## config.mk

```make
export PLATFORM = sky130hd
export DESIGN_NAME = agc_dc_blocker
export DESIGN_NICKNAME = d
export VERILOG_FILES = /design/src/rtl/agc_dc_blocker.sv
export SDC_FILE = /design/constraint.sdc
export NUM_CORES = 1
export LEC_CHECK = 0
export CORE_ASPECT_RATIO = 1.1
export CORE_MARGIN = 2
export CORE_UTILIZATION = 57
export CTS_CLUSTER_DIAMETER = 60
export DETAILED_ROUTE_END_ITERATION = 8
export GPL_ROUTABILITY_DRIVEN = 0
export HOLD_SLACK_MARGIN = 0.08
export PLACE_DENSITY_LB_ADDON = 0.12
export SYNTH_ARGS = -nofsm -noshare
export SYNTH_HDL_FRONTEND = slang
export SYNTH_SLANG_ARGS = --single-unit
```

## constraint.sdc

```tcl
create_clock -name clk -period 3.1 [get_ports clk]
set_clock_uncertainty 0.1 [all_clocks]
set_input_delay 0.62 -clock clk [delete_from_list [all_inputs] [get_ports clk]]
set_output_delay 0.62 -clock clk [all_outputs]
set_load 0.01 [all_outputs]
```

## src/rtl/agc_dc_blocker.sv

```systemverilog
// Frame-averaging DC estimator and subtractor placed ahead of the AGC input stage.
// Optional macro DC_BLOCK_SAT_EN: saturate the corrected sample instead of wrapping it.
module agc_dc_blocker #(
    parameter int FRAME_LOG2 = 10
) (
    input  logic              clk,
    input  logic              rst,
    input  logic              clk_enable,
    input  logic signed [7:0] In1,
    input  logic              reset_not,
    input  logic              dc_en,
    output logic signed [7:0] Out,
    output logic              ce_out,
    output logic signed [7:0] dc_est,
    output logic              frame_tick
);

    localparam int ACC_W = 8 + FRAME_LOG2;
    localparam logic [FRAME_LOG2-1:0] LAST_SLOT = {FRAME_LOG2{1'b1}};

    function automatic logic signed [7:0] sat9(input logic signed [8:0] d);
        logic signed [7:0] r;
        if (d > 9'sd127) begin
            r = 8'sh7F;
        end else if (d < -9'sd128) begin
            r = 8'sh80;
        end else begin
            r = d[7:0];
        end
        return r;
    endfunction

    logic        [FRAME_LOG2-1:0] r_cnt;
    logic signed [ACC_W-1:0]      r_acc;
    logic signed [7:0]            r_dc_est;
    logic signed [7:0]            r_out;
    logic                         r_ce;
    logic                         r_tick;

    logic signed [ACC_W-1:0]      w_in_ext;
    logic signed [ACC_W-1:0]      w_sum;
    logic signed [7:0]            w_new_est;
    logic                         w_last_slot;
    logic                         w_frame_done;
    logic signed [7:0]            w_corr;
    logic signed [7:0]            w_out_next;

    assign w_in_ext     = {{FRAME_LOG2{In1[7]}}, In1};
    assign w_sum        = r_acc + w_in_ext;
    // Mean of 2^FRAME_LOG2 8-bit samples always fits back into 8 bits.
    assign w_new_est    = 8'(w_sum >>> FRAME_LOG2);
    assign w_last_slot  = (r_cnt == LAST_SLOT);
    assign w_frame_done = clk_enable & reset_not & w_last_slot;

`ifdef DC_BLOCK_SAT_EN
    logic signed [8:0] w_diff;
    assign w_diff = {In1[7], In1} - {r_dc_est[7], r_dc_est};
    assign w_corr = sat9(w_diff);
`else
    // Low byte of the 9-bit difference equals the 8-bit modular difference.
    assign w_corr = In1 - r_dc_est;
`endif

    // Select corrected or raw sample for the output register.
    always_comb begin
        w_out_next = In1;
        if (dc_en) begin
            w_out_next = w_corr;
        end else begin
            w_out_next = In1;
        end
    end

    // Sample counter and frame accumulator; frame clear wins over frame end.
    always_ff @(posedge clk or posedge rst) begin
        if (rst) begin
            r_cnt <= '0;
            r_acc <= '0;
        end else if (clk_enable) begin
            if (!reset_not) begin
                r_cnt <= '0;
                r_acc <= '0;
            end else if (w_last_slot) begin
                r_cnt <= '0;
                r_acc <= '0;
            end else begin
                r_cnt <= r_cnt + FRAME_LOG2'(1);
                r_acc <= w_sum;
            end
        end else begin
            r_cnt <= r_cnt;
            r_acc <= r_acc;
        end
    end

    // DC estimate register and the frame-complete pulse that follows it.
    always_ff @(posedge clk or posedge rst) begin
        if (rst) begin
            r_dc_est <= 8'sd0;
            r_tick   <= 1'b0;
        end else begin
            r_tick <= w_frame_done;
            if (w_frame_done) begin
                r_dc_est <= w_new_est;
            end else begin
                r_dc_est <= r_dc_est;
            end
        end
    end

    // Output sample register holds between strobes; valid mirrors the strobe.
    always_ff @(posedge clk or posedge rst) begin
        if (rst) begin
            r_out <= 8'sd0;
            r_ce  <= 1'b0;
        end else begin
            r_ce <= clk_enable;
            if (clk_enable) begin
                r_out <= w_out_next;
            end else begin
                r_out <= r_out;
            end
        end
    end

    assign Out        = r_out;
    assign ce_out     = r_ce;
    assign dc_est     = r_dc_est;
    assign frame_tick = r_tick;

endmodule

```

==> metrics.txt <==
# TYPE chip_impl_metric gauge
chip_impl_metric{name="synth_enable_flop_cells",unit=""} 0
chip_impl_metric{name="htreeDepth",unit=""} 2
chip_impl_metric{name="timing.slew.headroom",unit=""} 0.6949
chip_impl_metric{name="timing.critical_path.slowest_cell_delay",unit="ns"} 0.43
chip_impl_metric{name="via_count",unit=""} 2672
chip_impl_metric{name="mappedNetlistNets",unit=""} 367
chip_impl_info{name="synth_top_cells_by_area",value="sky130_fd_sc_hd__dfrtp_1 38%, sky130_fd_sc_hd__ha_1 10%, sky130_fd_sc_hd__a21oi_1 5.0%, sky130_fd_sc_hd__o21ai_0 4.8%, sky130_fd_sc_hd__a22o_1 3.8%"} 1
chip_impl_info{name="rsz_0062_raised_after_global_routing",value="false"} 1
chip_impl_metric{name="proportion_of_total_power_due_to_net_switching",unit=""} 0.3734
chip_impl_metric{name="p_per_area",unit="nW/um2"} 603.2
chip_impl_metric{name="sinks_on_the_clock_net",unit=""} 46
chip_impl_metric{name="place_hpwl",unit="um"} 5464
chip_impl_metric{name="final_layout_size_suffix_gt1_frac",unit=""} 0.1276
chip_impl_metric{name="post_cts_resized",unit=""} 0
chip_impl_metric{name="detail_route.first_pass.iterations",unit=""} 4
chip_impl_info{name="timing.critical_path.max_delay_family",value="compound AO/OA/AOI/OAI gates"} 1
chip_impl_info{name="synth_commonest_cells",value="46 x sky130_fd_sc_hd__dfrtp_1, 30 x sky130_fd_sc_hd__a21oi_1, 29 x sky130_fd_sc_hd__o21ai_0, 26 x sky130_fd_sc_hd__nand2_1, 25 x sky130_fd_sc_hd__ha_1"} 1
chip_impl_metric{name="drv.max_cap_violation_count",unit=""} 0
chip_impl_metric{name="vias_per_cell",unit=""} 6.045
chip_impl_metric{name="grtUsageTotal",unit=""} 0.2698
chip_impl_info{name="endpoint_kind",value="flip-flop"} 1
chip_impl_metric{name="synthesis.area",unit="um2"} 3033
chip_impl_info{name="worstHoldStart",value="r_acc[12]"} 1
chip_impl_info{name="class_of_the_worst_hold_path",value="reg -> reg"} 1
chip_impl_metric{name="synth-seq-cells",unit=""} 46
chip_impl_metric{name="share_of_the_synthesized_area_in_the_top_cell_type",unit=""} 0.3795
chip_impl_metric{name="synth.lib_cells_used.distinct",unit=""} 51
chip_impl_metric{name="timing.critical_path.fanout_max",unit=""} 5
chip_impl_metric{name="detail-route-antenna-nets",unit=""} 0
chip_impl_metric{name="worst_ep_arrival_time",unit="ns"} 3.00
chip_impl_metric{name="post-route-worst-setup-slack",unit="ns"} 0.1857
chip_impl_info{name="cp-start-kind",value="primary input"} 1
chip_impl_info{name="critical-path-top-cell-by-count",value="sky130_fd_sc_hd__a211o_1"} 1
chip_impl_metric{name="cts.reportedPaths.clkPinSlew",unit="ns"} 0.09
chip_impl_metric{name="io_buffers",unit=""} 30
chip_impl_metric{name="total_leakage_power",unit="nW"} 1.672
chip_impl_metric{name="synth_warnings",unit=""} 0
chip_impl_metric{name="clock.fmax",unit="GHz"} 0.3431
chip_impl_metric{name="worst_hold_slack",unit="ns"} 0.3973
chip_impl_metric{name="post_cts.repair.setup_buffers",unit=""} 0
chip_impl_metric{name="antenna_found_initial",unit=""} 0
chip_impl_metric{name="cts_made_buffers",unit=""} 5
chip_impl_metric{name="pin_count",unit=""} 31
chip_impl_metric{name="design.final.nets",unit=""} 423
chip_impl_info{name="cts-root-buf",value="sky130_fd_sc_hd__clkbuf_8"} 1
chip_impl_metric{name="rows",unit=""} 27
chip_impl_metric{name="preCtsSetupSlack",unit="ns"} -0.1586
chip_impl_metric{name="grt_max_degree",unit=""} 27
chip_impl_metric{name="syn_area_per_cell",unit="um2"} 9.275
chip_impl_metric{name="power.ir.vdd_worst",unit="mV"} 0.4275
chip_impl_metric{name="synthesis.instances",unit=""} 327
chip_impl_info{name="worst_r2r_startpoint",value="r_cnt[0]"} 1
chip_impl_metric{name="number_of_buffers_inserted_for_hold_repair_after_clock_tree_synthesis",unit=""} 0
chip_impl_metric{name="timing.final.crit_period",unit="ns"} 2.914
chip_impl_metric{name="power.internal",unit="W"} 0.001393
chip_impl_metric{name="totalPowerFinal",unit="W"} 0.002223
chip_impl_metric{name="ys_async_sr_fraction",unit=""} 1.000
chip_impl_metric{name="max-clock-path-buffers",unit=""} 2
chip_impl_metric{name="clockPowerShare",unit=""} 0.166
chip_impl_metric{name="first_iter_violations",unit=""} 135
chip_impl_metric{name="critical_path_buffer_and_inverter_count",unit=""} 1
chip_impl_metric{name="number_of_global_route_vias_before_repair",unit=""} 2647
chip_impl_metric{name="final-setup-viol-count",unit=""} 0
chip_impl_metric{name="portion_of_the_post_synthesis_area_used_by_sequential_elements",unit=""} 0.3795
chip_impl_metric{name="number_of_filler_cells_placed_in_the_layout",unit=""} 407
chip_impl_metric{name="drc_errors",unit=""} 0
chip_impl_metric{name="final_min_period_over_clock_period",unit=""} 0.9401
chip_impl_metric{name="report.final.slew_viol_count",unit=""} 0
chip_impl_metric{name="transition_time_at_the_pin_with_the_least_slew_margin",unit="ns"} 0.4529
chip_impl_metric{name="initial_core_utilization",unit=""} 0.5985
chip_impl_metric{name="wl_per_cell",unit="um"} 16.34
chip_impl_metric{name="power_switching",unit="W"} 0.0008301
chip_impl_metric{name="fin_setup_tns",unit="ns"} 0
chip_impl_metric{name="die_w",unit="um"} 73.55
chip_impl_metric{name="power.combinational.fraction",unit=""} 0.486
chip_impl_info{name="tritoncts",value="built"} 1
chip_impl_metric{name="wirelength",unit="um"} 7224
chip_impl_info{name="critPathSlowestCell",value="sky130_fd_sc_hd__clkdlybuf4s50_1"} 1
chip_impl_info{name="criticalPathCategory",value="in -> reg"} 1
chip_impl_metric{name="overflow",unit=""} 0
chip_impl_metric{name="wire_length_of_the_first_global_routing_pass",unit="um"} 12380
chip_impl_info{name="synthMostInstantiatedCell",value="sky130_fd_sc_hd__dfrtp_1"} 1
chip_impl_metric{name="syn2layout_area_growth",unit="%"} 21.53
chip_impl_metric{name="die_area",unit="um2"} 5921
chip_impl_metric{name="worstPathRequired",unit="ns"} 3.19
chip_impl_info{name="run_status",value="complete, no violations"} 1
chip_impl_info{name="synthFlopType",value="sky130_fd_sc_hd__dfrtp_1"} 1
chip_impl_metric{name="worst_skew_pair.late_latency",unit="ns"} 0.30
chip_impl_metric{name="share_seq_of_total_power",unit=""} 0.348
chip_impl_metric{name="chipHeight",unit="um"} 80.51
chip_impl_metric{name="final_hold_viol_count",unit=""} 0
chip_impl_metric{name="floorplan.core_area",unit="um2"} 5067
chip_impl_info{name="netlist.top_cell.by_area",value="sky130_fd_sc_hd__dfrtp_1"} 1
chip_impl_info{name="crit_path_cell_trace",value="clkdlybuf4s50_1, ha_1, a211o_1, a211o_1, nor3b_1, o21ai_2, and2b_1, xnor3_1, mux2_4"} 1
chip_impl_metric{name="antennaDiodeCount",unit=""} 0
chip_impl_info{name="timing.critical_path.from",value="In1[1]"} 1
chip_impl_metric{name="final_util",unit=""} 0.7274
layout by cell type, fill, tap and decap left out, drive strengths merged, types with 18 or more instances in the layout:
cell type and count:
a21oi 30, buf 28, clkdlybuf4s50 30, dfrtp 46
ha 25, inv 18, nand2 26, nor2 22
o21ai 30
stage by stage:
| step | instances | instance area [um2] |
|---|---|---|
| detailed placement | 434 | 3595 |
| floorplan | 327 | 3033 |
| global route | 442 | 3686 |
| finish | 442 | 3686 |
| CTS | 442 | 3681 |
| global placement | 434 | 3595 |
final cells by class:
type	count	area [um2]	share of cell area
Tap cell	58	72.57	0.01969
Inverter	19	71.32	0.01935
Multi-Input combinational cell	253	1782	0.4834
Sequential cell	46	1151	0.3123
Clock buffer	6	72.57	0.01969
Timing Repair Buffer	58	523.0	0.1419
Clock inverter	2	13.76	0.003734
sequential cells by signal, indices dropped and copies added (netlist names):
signal / count
dc_est: 8
Out: 8
ce_out: 1
frame_tick: 1
r_cnt: 10
r_acc: 18
routing by layer:
layer,track usage,part of all wire,up-vias
met3,0.04893,0.049,11
met5,0,0,-
met4,0.09455,0.021,0
li1,-,-,1303
met2,0.4438,0.47,81
met1,0.3533,0.46,1277
power groups by stage:
| stage | registers, W | logic (W) | clock network (W) |
|---|---|---|---|
| floorplan | 0.000771 | 0.000716 | 0 |
| global placement | 0.000780 | 0.00103 | 0 |
| detailed placement | 0.000782 | 0.00107 | 0 |
| CTS | 0.000771 | 0.00107 | 0.000381 |
| global route | 0.000784 | 0.00121 | 0.000394 |
| finish | 0.000773 | 0.00108 | 0.000369 |
final timing paths:
path | endpoint | slack [ns] | depth (start not counted)
max | dc_est[7] | 0.19 | 9
min | r_acc[12] | 0.40 | 1
max reg2reg | dc_est[6] | 0.49 | 7
min reg2reg | r_acc[12] | 0.40 | 1
max in group asynchronous | dc_est[4] | 1.85 | 3
min in group asynchronous | r_cnt[6] | 0.55 | 2
worst register-to-register path, delay by kind of cell, from the launching register on:
family,cells,cell delay (ns)
compound gates,1,0.22
fa+ha+maj,1,0.21
buf+inv,1,0.15
flops,1,0.42
mux,1,0.34
simple gates,3,1.05
kinds of logic after synthesis:
| logic type | share of synthesized area |
|---|---|
| DFF | 0.3795 |
| muxes | 0.03300 |
| AOI/OAI and AO/OA | 0.2335 |
| buffers and inverters | 0.03465 |
| xor gates and xnor gates | 0.06229 |
| and+or+nand+nor | 0.1407 |
| adders and majority gates | 0.1163 |
Note: power is estimated with default switching activity, not from simulation.
